--- config.mk ---
export PLATFORM = sky130hd
export DESIGN_NAME = sequenciador_exibicao
export DESIGN_NICKNAME = d
export VERILOG_FILES = /design/src/rtl/sequenciador_exibicao_pkg.sv /design/src/rtl/sequenciador_exibicao_contador_tempo.sv /design/src/rtl/sequenciador_exibicao.sv
export SDC_FILE = /design/constraint.sdc
export NUM_CORES = 1
export LEC_CHECK = 0
export CAP_MARGIN = 20
export CORE_UTILIZATION = 49
export CTS_CLUSTER_SIZE = 20
export DETAILED_ROUTE_END_ITERATION = 10
export PLACE_DENSITY = 0.76
export SETUP_SLACK_MARGIN = 0.02
export SYNTH_ARGS = -nofsm -noshare
export SYNTH_HDL_FRONTEND = slang
export SYNTH_SLANG_ARGS = --single-unit
export TNS_END_PERCENT = 30
--- constraint.sdc ---
create_clock -name clock -period 1.54 [get_ports clock]
set_clock_uncertainty 0.1 [all_clocks]
set_input_delay 0.308 -clock clock [delete_from_list [all_inputs] [get_ports clock]]
set_output_delay 0.308 -clock clock [all_outputs]
set_load 0.005 [all_outputs]
--- src/rtl/sequenciador_exibicao_pkg.sv ---
// Shared state codes for the LED sequence player; the codes double as the db_estado debug value.
// Also holds the timer-width helper so every user sizes the timer the same way.
package sequenciador_exibicao_pkg;

  typedef enum logic [2:0] {
    OCIOSO  = 3'd0,
    CARREGA = 3'd1,
    ACENDE  = 3'd2,
    APAGA   = 3'd3,
    AVANCA  = 3'd4,
    CONCLUI = 3'd5
  } estado_t;

  // Enough bits to hold the larger of the two terminal values (at least one bit).
  function automatic int tmr_largura(input int on_ciclos, input int off_ciclos);
    int maior;
    maior = (on_ciclos > off_ciclos) ? on_ciclos : off_ciclos;
    return (maior <= 1) ? 1 : $clog2(maior);
  endfunction

endpackage

--- src/rtl/sequenciador_exibicao_contador_tempo.sv ---
// Up-counter with synchronous clear and enable; flags when the count equals terminal_i.
// The flag is combinational from the registered count, so it is valid in the same cycle.
module contador_tempo #(
  parameter int LARGURA = 4
) (
  input  logic               clock_i,
  input  logic               reset_i,
  input  logic               limpar_i,
  input  logic               habilitar_i,
  input  logic [LARGURA-1:0] terminal_i,
  output logic               no_terminal_o
);

  logic [LARGURA-1:0] valor_q, valor_d;

  always_comb begin
    valor_d = valor_q;
    if (limpar_i) begin
      valor_d = '0;
    end else if (habilitar_i) begin
      valor_d = valor_q + LARGURA'(1);
    end
  end

  always_ff @(posedge clock_i) begin
    if (reset_i) begin
      valor_q <= '0;
    end else begin
      valor_q <= valor_d;
    end
  end

  assign no_terminal_o = (valor_q == terminal_i);

endmodule

--- src/rtl/sequenciador_exibicao.sv ---
// Plays stored LED patterns: load, light ON_CICLOS, blank OFF_CICLOS, advance; pulses fim at the end.
// Moore outputs; iniciar is ignored while busy and abortar returns to OCIOSO on the next edge.
module sequenciador_exibicao
  import sequenciador_exibicao_pkg::*;
#(
  parameter int ADDR_W     = 4,
  parameter int DADO_W     = 4,
  parameter int ON_CICLOS  = 500,
  parameter int OFF_CICLOS = 250
) (
  input  logic              clock,
  input  logic              reset,
  input  logic              iniciar,
  input  logic              abortar,
  input  logic [ADDR_W-1:0] ultimo_endereco,
  input  logic [DADO_W-1:0] dado_memoria,
  output logic [ADDR_W-1:0] endereco,
  output logic [DADO_W-1:0] leds,
  output logic              ocupado,
  output logic              fim,
  output logic [2:0]        db_estado
);

  localparam int TMR_W = tmr_largura(ON_CICLOS, OFF_CICLOS);
  localparam logic [TMR_W-1:0] ON_TERM  = TMR_W'(ON_CICLOS - 1);
  localparam logic [TMR_W-1:0] OFF_TERM = TMR_W'(OFF_CICLOS - 1);

  estado_t           estado_q, estado_d;
  logic [ADDR_W-1:0] endereco_q, endereco_d;
  logic [ADDR_W-1:0] ultimo_q, ultimo_d;
  logic [DADO_W-1:0] padrao_q, padrao_d;

  logic              tmr_limpar;
  logic              tmr_habilitar;
  logic [TMR_W-1:0]  tmr_terminal;
  logic              tmr_fim;

  // The timer only runs while a pattern is lit or blanked; any other state holds it at zero.
  assign tmr_habilitar = (estado_q == ACENDE) || (estado_q == APAGA);
  assign tmr_limpar    = abortar || !tmr_habilitar || tmr_fim;
  assign tmr_terminal  = (estado_q == APAGA) ? OFF_TERM : ON_TERM;

  contador_tempo #(
    .LARGURA(TMR_W)
  ) u_timer (
    .clock_i      (clock),
    .reset_i      (reset),
    .limpar_i     (tmr_limpar),
    .habilitar_i  (tmr_habilitar),
    .terminal_i   (tmr_terminal),
    .no_terminal_o(tmr_fim)
  );

  always_comb begin
    estado_d   = estado_q;
    endereco_d = endereco_q;
    ultimo_d   = ultimo_q;
    padrao_d   = padrao_q;
    if (abortar) begin
      estado_d = OCIOSO;
    end else begin
      case (estado_q)
        OCIOSO: begin
          if (iniciar) begin
            ultimo_d   = ultimo_endereco;
            endereco_d = '0;
            estado_d   = CARREGA;
          end
        end
        CARREGA: begin
          padrao_d = dado_memoria;
          estado_d = ACENDE;
        end
        ACENDE: begin
          if (tmr_fim) estado_d = APAGA;
        end
        APAGA: begin
          // Compare before incrementing so the last address never wraps to zero.
          if (tmr_fim) estado_d = (endereco_q == ultimo_q) ? CONCLUI : AVANCA;
        end
        AVANCA: begin
          endereco_d = endereco_q + ADDR_W'(1);
          estado_d   = CARREGA;
        end
        CONCLUI: estado_d = OCIOSO;
        default: estado_d = OCIOSO;
      endcase
    end
  end

  always_ff @(posedge clock) begin
    if (reset) begin
      estado_q   <= OCIOSO;
      endereco_q <= '0;
      ultimo_q   <= '0;
      padrao_q   <= '0;
    end else begin
      estado_q   <= estado_d;
      endereco_q <= endereco_d;
      ultimo_q   <= ultimo_d;
      padrao_q   <= padrao_d;
    end
  end

  assign endereco  = endereco_q;
  assign leds      = (estado_q == ACENDE) ? padrao_q : '0;
  assign ocupado   = (estado_q != OCIOSO);
  assign fim       = (estado_q == CONCLUI);
  assign db_estado = estado_q;

endmodule
==> results of run 1 <==
metrics by stage:
step / cells / setup WS, ns / hold slack, ns / area [sq um] / power (uW)
6_report: 203 / -0.1136 / 0.3968 / 1735 / 1087
2_1_floorplan: 131 / 0.1313 / 0.2771 / 1174 / 692.7
3_5_place_dp: 190 / -0.2667 / 0.3519 / 1514 / 750.3
4_1_cts: 200 / -0.1255 / 0.3833 / 1645 / 1079
5_1_grt: 203 / -0.1715 / 0.4203 / 1735 / 1124
3_3_place_gp: 190 / -0.2699 / 0.3535 / 1514 / 747.8
logic make-up (layout without fill, tap and decap cells):
group	Yosys count	after routing
AOI/OAI and AO/OA	13	13
xor gates and xnor gates	11	11
buffers and inverters	6	50
and+or+nand+nor	66	66
DFF	24	24
adders and majority gates	2	2
muxes	9	9
cell usage after synthesis, types with 2 or more instances:
cell and number:
dfxtp_1 24, nor2_1 24, mux2i_1 9, nand2_1 9, and2_1 6, xnor2_1 6, nor3_1 5, xor2_1 5
nand3b_1 4, a21oi_1 3, and3b_1 3, o21ai_0 3, clkbuf_1 2, ha_1 2, nand2b_1 2, nor3b_1 2
nor4_1 2
layout make-up:
class / count / area, sq um
tap: 28 / 35.03
timing repair buffer: 45 / 400.4
inverter: 1 / 3.754
sequential: 24 / 500.5
clock buffer: 4 / 36.28
multi-input combinational: 101 / 759.5
fill: 156 / 498.0
how the worst max path moves through the flow:
stage	cells after the start	end	slack, ns	from
after detailed placement	5	padrao_q[0]	-0.27	abortar
after CTS	3	ocupado	-0.13	db_estado[2]
after global placement	5	padrao_q[1]	-0.27	abortar
after global routing	3	ocupado	-0.17	db_estado[2]
after floorplan	4	db_estado[0]	0.13	u_timer.valor_q[5]
final	3	ocupado	-0.11	db_estado[2]
state kept, by name, indices dropped and copies added, names as in the netlist:
name / count
db_estado: 3
endereco: 4
padrao_q: 4
u_timer.valor_q: 9
ultimo_q: 4
what timing repair did:
action,in CTS,in global routing
hold endpoints to repair,0,0
endpoints found under the setup margin,18,30
resized for setup,58,18
buffers inserted,6,3
pin swaps,5,15
critical path, delay by kind of cell, from the launching register on:
family	cells	cell delay, ns
AND/OR/NAND/NOR	1	0.35
buffers and inverters	2	0.25
flip-flops	1	0.35
power breakdown:
group	total, uW	leakage (uW)	switching (uW)	internal, uW
sequential	631	0.000199	7.09	624
clock	332	0.0000210	188	144
combinational	124	0.000543	52.2	71.7
total	1090	0.000763	248	840
routing by layer:
layer / wire length [microns] / track usage, % / vias up
met1: 1293 / 28.73 / 530
met2: 1574 / 43.86 / 27
met4: 27 / 7.870 / 0
met3: 96 / 3.869 / 4
met5: 0 / 0 / -
li1: - / - / 535
==> summary.md, run 1 <==
| Metric | Value |
|---|---|
| Largest net degree at the start of global routing | `14` |
| Period minus WS final | `1.654 ns` |
| Vias in the first global route | `~1100` |
| Peak supply drop | `0.8258 mV` |
| WP data required | `1.13 ns` |
| Crit path largest cell delay | `0.35 ns` |
| Final ANT Viol Nets | `0` |
| Unique masters post-synth | `37` |
| Post-route setup slack | `-0.1136 ns` |
| Cell Chain, Critical Path | `buf_6 -> or3_1 -> buf_2` |
| Synth area leaders | `dfxtp_1 (41%), mux2i_1 (7.7%), nor2_1 (7.7%), xnor2_1 (4.5%), xor2_1 (3.7%)` |
| Worst slew margin | `67.07%` |
| Fmax | `around 600 MHz` |
| Setup slack, reg-to-reg | `-0.01 ns` |
| CTS tree | `built` |
| Hold Buf Count CTS | `0` |
| Total CTS buffers | `3` |
| Slew Limit Fails | `0` |
| Initial core utilization | `52.55%` |
| Hold Path Depth | `1` |
| Period utilization | `107.4%` |
| Worst-Margin Slew | `0.4894 ns` |
| Post-synthesis sequential area ratio | `40.94%` |
| WL final | `~3000 microns` |
| Slowest CP cell | `dfxtp_2` |
| Initial detailed-routing violation count | `19` |
| Top-area cell type share of the netlist area | `between 40% and 50%` |
| Setup CP Type | `reg2out` |
| Post-synthesis xor/xnor area fraction | `8.209%` |
| Final core occ | `between 70% and 80%` |
| Avg Cell Area, Syn | `~9 sq um` |
| GPL Wtd Cong | `0.8769` |
| Root buf cell | `clkbuf_4` |
| First-pass GRT wire length | `4719 microns` |
| Synth Register Bits | `24` |
| Routed via count | `1096` |
| Mapped Cells | `about 130` |
| Most frequent cells in the layout | `nor2_1 (22), dfxtp_1 (16), buf_4 (15)` |
| Fin. Hold Viols | `0` |
| Synth Area in Compound Gates | `~7.8%` |
| Synthesized area | `about 0.0012 sq mm` |
| H-tree lvl count | `1` |
| Share of post-route cells with drive strength above 1 | `roughly a third` |
| I/O pin cnt | `25` |
| Worst skew pair latency | `0.31 ns` |
| Core Area | `0.002233 sq mm` |
| Failing checks | `negative setup slack` |
| Initial antenna violation count | `0` |
| Routed wire per std cell | `about 15 microns` |
| R2R Path End | `u_timer.valor_q[6]` |
| Commonest non-fill, non-tap cell in the layout | `nor2_1` |
| Number of flops mapped to enable cells by yosys | `0` |
| Post-synth top area cell | `dfxtp_1` |
| Status | `finished, violations left` |
| Adder-Cell Fraction of Synth Area | `2.132%` |
| Main combinational cell family by area after synthesis | `simple AND/OR/NAND/NOR gates` |
| GR Util All Layers | `24.23%` |
| Site Rows | `17` |
| Overflow after GRT | `0` |
| CTS Buffer Depth | `2` |
| Endpoint, Worst Hold | `u_timer.valor_q[0]` |
| RSZ-0062 raised after global routing | `true` |
| Die Height | `50.94 microns` |
| Post-synthesis mux area share | `7.676%` |
| FF-to-FF Start | `db_estado[2]` |
| R2r worst-path depth | `6` |
| Critical Path End Type | `primary output` |
| Layout area overhead | `47.87%` |
| Static Leak | `0.0007631 uW` |
| Simple-Gate Fraction of Synth Area | `30.81%` |
| Hold path start | `u_timer.valor_q[0]` |
| DP Wirelength | `just under 2000 microns` |
| Hold Crit Class | `reg2reg` |
| Yosys Warn Count | `0` |
| Post-synth net total | `between 100 and 150` |
| Ys flop type | `dfxtp_1` |
| Setup violators final | `8` |
| NumNets Final | `190` |
| Max cap viols | `0` |
| # port buffers | `24` |
| Crit Path Max Fanout | `5` |
| Clock transition at path regs | `0.14 ns` |
| Die area | `0.002595 sq mm` |
| Clock Sink Count | `24` |
| Critical Path AT | `~1.3 ns` |
| Crit start category | `register` |
| DRC | `0` |
| Setup TNS | `-0.3504 ns` |
| Chip width | `between 50 and 60 microns` |
| TritonRoute pass-1 iters | `4` |
| ANT cells | `0` |
| Power per standard cell area | `626.6 mW/mm^2` |
| Via/cell ratio | `5.399` |
| Async SR Flop Fraction | `0%` |
Note: power is estimated with default switching activity, not from simulation.
==> inputs of run 2 (changes only) <==
==> constraint.sdc (replaced) <==
create_clock -name clock -period 1.54 [get_ports clock]
set_clock_uncertainty 0.1 [all_clocks]
set_input_delay 0.385 -clock clock [delete_from_list [all_inputs] [get_ports clock]]
set_output_delay 0.385 -clock clock [all_outputs]
set_load 0.005 [all_outputs]
==> summary.md, run 2 (synthesis gave the netlist of run 1 again) <==
| Metric | Value |
|---|---|
| Final core occ | `78.88% (+1.2 points)` |
| DP Wirelength | `1908 microns (-0.96%)` |
| Commonest non-fill, non-tap cell in the layout | `nor2_1` |
| NumNets Final | `196 (+3.2%)` |
| H-tree lvl count | `1 (unchanged)` |
| Worst slack, placed | `-0.3494 ns (-0.08267 ns)` |
| Core Area | `0.002233 sq mm (unchanged)` |
| Share of post-route cells with drive strength above 1 | `34.25% (+1.1 points)` |
| FF-to-FF Start | `db_estado[2]` |
| Layout area overhead | `50.11%` |
| Pint | `962.6 uW (+15%)` |
| Worst-Margin Slew | `0.4232 ns (-0.06622 ns)` |
| Initial detailed-routing violation count | `14 (-5)` |
| Period minus WS final | `1.758 ns (+0.1043 ns)` |
| Flop pwr share | `52.4% (-5.6 points)` |
| Max reg flops | `9 (unchanged)` |
| GR Util All Layers | `25.28% (+1.1 points)` |
| Power per standard cell area | `690.2 mW/mm^2 (+10%)` |
| Slew Limit Fails | `0 (unchanged)` |
| Failing checks | `negative setup slack` |
| CTS Buffer Depth | `2 (unchanged)` |
| Critical Path AT | `1.27 ns (+0.02 ns)` |
| Via/cell ratio | `5.354 (-0.83%)` |
| DRC | `0 (unchanged)` |
| Clock transition at path regs | `0.13 ns (about the same)` |
| TritonRoute pass-1 iters | `4 (unchanged)` |
| Routed wire per std cell | `13.67 microns (-7.2%)` |
| Hold path start | `u_timer.valor_q[0]` |
| Placed insts | `194 (+2.1%)` |
| Crit Path Max Fanout | `2 (-3)` |
| Comb power frac | `9.9% (-1.5 points)` |
| # port buffers | `24 (unchanged)` |
| CTS tree | `built` |
| Max cap viols | `0 (unchanged)` |
| Setup CP Type | `reg2out` |
| Sw frac | `20.84% (-1.9 points)` |
| R2r worst-path depth | `7 (+1)` |
| Hold Buf Count CTS | `0 (unchanged)` |
| Routed via count | `1119 (+2.1%)` |
| Largest net degree at the start of global routing | `15 (+1)` |
| Initial core utilization | `52.55% (unchanged)` |
| Clock power share | `37.8% (+7.2 points)` |
| Fmax | `568.9 MHz (-5.9%)` |
| Period utilization | `114.1% (+6.8 points)` |
| Most frequent cells in the layout | `nor2_1 (22), buf_4 (19), dfxtp_1 (17)` |
| Hold Crit Class | `reg2reg` |
| ANT cells | `0 (unchanged)` |
| Crit start category | `register` |
| Critical path origin | `db_estado[2]` |
| Root buf cell | `clkbuf_4` |
| Final Non-Filler Cells | `209 (+3.0%)` |
| Site Rows | `17 (unchanged)` |
| Worst slew margin | `71.72% (+4.7 points)` |
| Critical Path End Type | `primary output` |
| Peak supply drop | `0.7347 mV (-11%)` |
| Die area | `0.002595 sq mm (unchanged)` |
| Setup slack, reg-to-reg | `-0.13 ns (-0.12 ns)` |
| Switching pwr | `253.4 uW (+2.3%)` |
| Worst skew pair latency | `0.32 ns (about the same)` |
| Vias in the first global route | `1133 (+4.4%)` |
| Total CTS buffers | `3 (unchanged)` |
| Hold Path Depth | `1 (unchanged)` |
| RSZ-0062 raised after global routing | `true` |
| Top reg by flops | `u_timer.valor_q` |
| Final ANT Viol Nets | `0 (unchanged)` |
| I/O pin cnt | `25 (unchanged)` |
| Overflow after GRT | `0 (unchanged)` |
| Fin. Hold Viols | `0 (unchanged)` |
| Setup TNS | `-2.138 ns (-1.788 ns)` |
| GPL Wtd Cong | `0.8495 (-3.1%)` |
| Clock Sink Count | `24 (unchanged)` |
| Setup violators final | `22 (+14)` |
| Initial antenna violation count | `0 (unchanged)` |
| WL final | `2858 microns (-4.4%)` |
| Post-route setup slack | `-0.2179 ns (-0.1043 ns)` |
| WP data required | `1.05 ns (-0.08 ns)` |
| Static Leak | `0.0007856 uW (+2.9%)` |
| Die Height | `50.94 microns (unchanged)` |
| Chip width | `50.94 microns (unchanged)` |
| Status | `finished, violations left` |
| First-pass GRT wire length | `4836 microns (+2.5%)` |
-- run 2: changes by cell type in the layout (fill, tap and decap cells not counted), sizes merged --
cell and delta:
bufinv +1, buf +7, clkbuf +1, dlygate4sd2 -3
-- run 2: timing repair --
action,in CTS,in global routing
pin swaps,11,18
setup endpoints to repair,19,31
setup buffers,9,2
resized for setup,60,16
-- run 2: worst paths after layout --
kind | endpoint
setup / recovery | ocupado
hold / removal | u_timer.valor_q[0]
setup reg to reg | u_timer.valor_q[3]
hold reg to reg | u_timer.valor_q[0]
-- run 2: per-stage QoR --
step,cell area (sq um),hold WS (ns),total power (uW)
2_1_floorplan,1174,0.3256,692.7
6_report,1762,0.3843,1216
3_3_place_gp,1544,0.3569,748.9
3_5_place_dp,1544,0.3538,752.4
5_1_grt,1762,0.4092,1261
4_1_cts,1705,0.3855,1225
-- run 2: power by group through the flow --
stage | registers (uW) | clock network (uW) | logic (uW)
CTS | 637 | 478 | 111
global route | 638 | 493 | 130
global placement | 650 | 0 | 99.4
floorplan | 649 | 0 | 44.0
detailed placement | 650 | 0 | 103
finish | 637 | 459 | 120
-- run 2: cell type report --
cell class                      count  area (sq um)
Multi-Input combinational cell    101         733.2
Sequential cell                    24         489.2
Fill cell                         156         471.7
Timing Repair Buffer               51         447.9
Tap cell                           28         35.03
Clock inverter                      1         30.03
Clock buffer                        3         22.52
Inverter                            1         3.754
-- run 2: routing by layer --
layer	share of wire (%)	track usage, %	up-vias	wire length, microns
met2	52	44.30	34	1473
met5	0	0	-	0
met4	3.6	14.35	0	103
met1	40	28.86	523	1152
met3	4.5	3.869	11	129
li1	-	-	551	-
-- run 2: critical path, stage by stage, from the launching register on --
cell and delay, ns:
dfxtp_2 0.35, buf_6 0.11, or3_1 0.36, buf_2 0.13
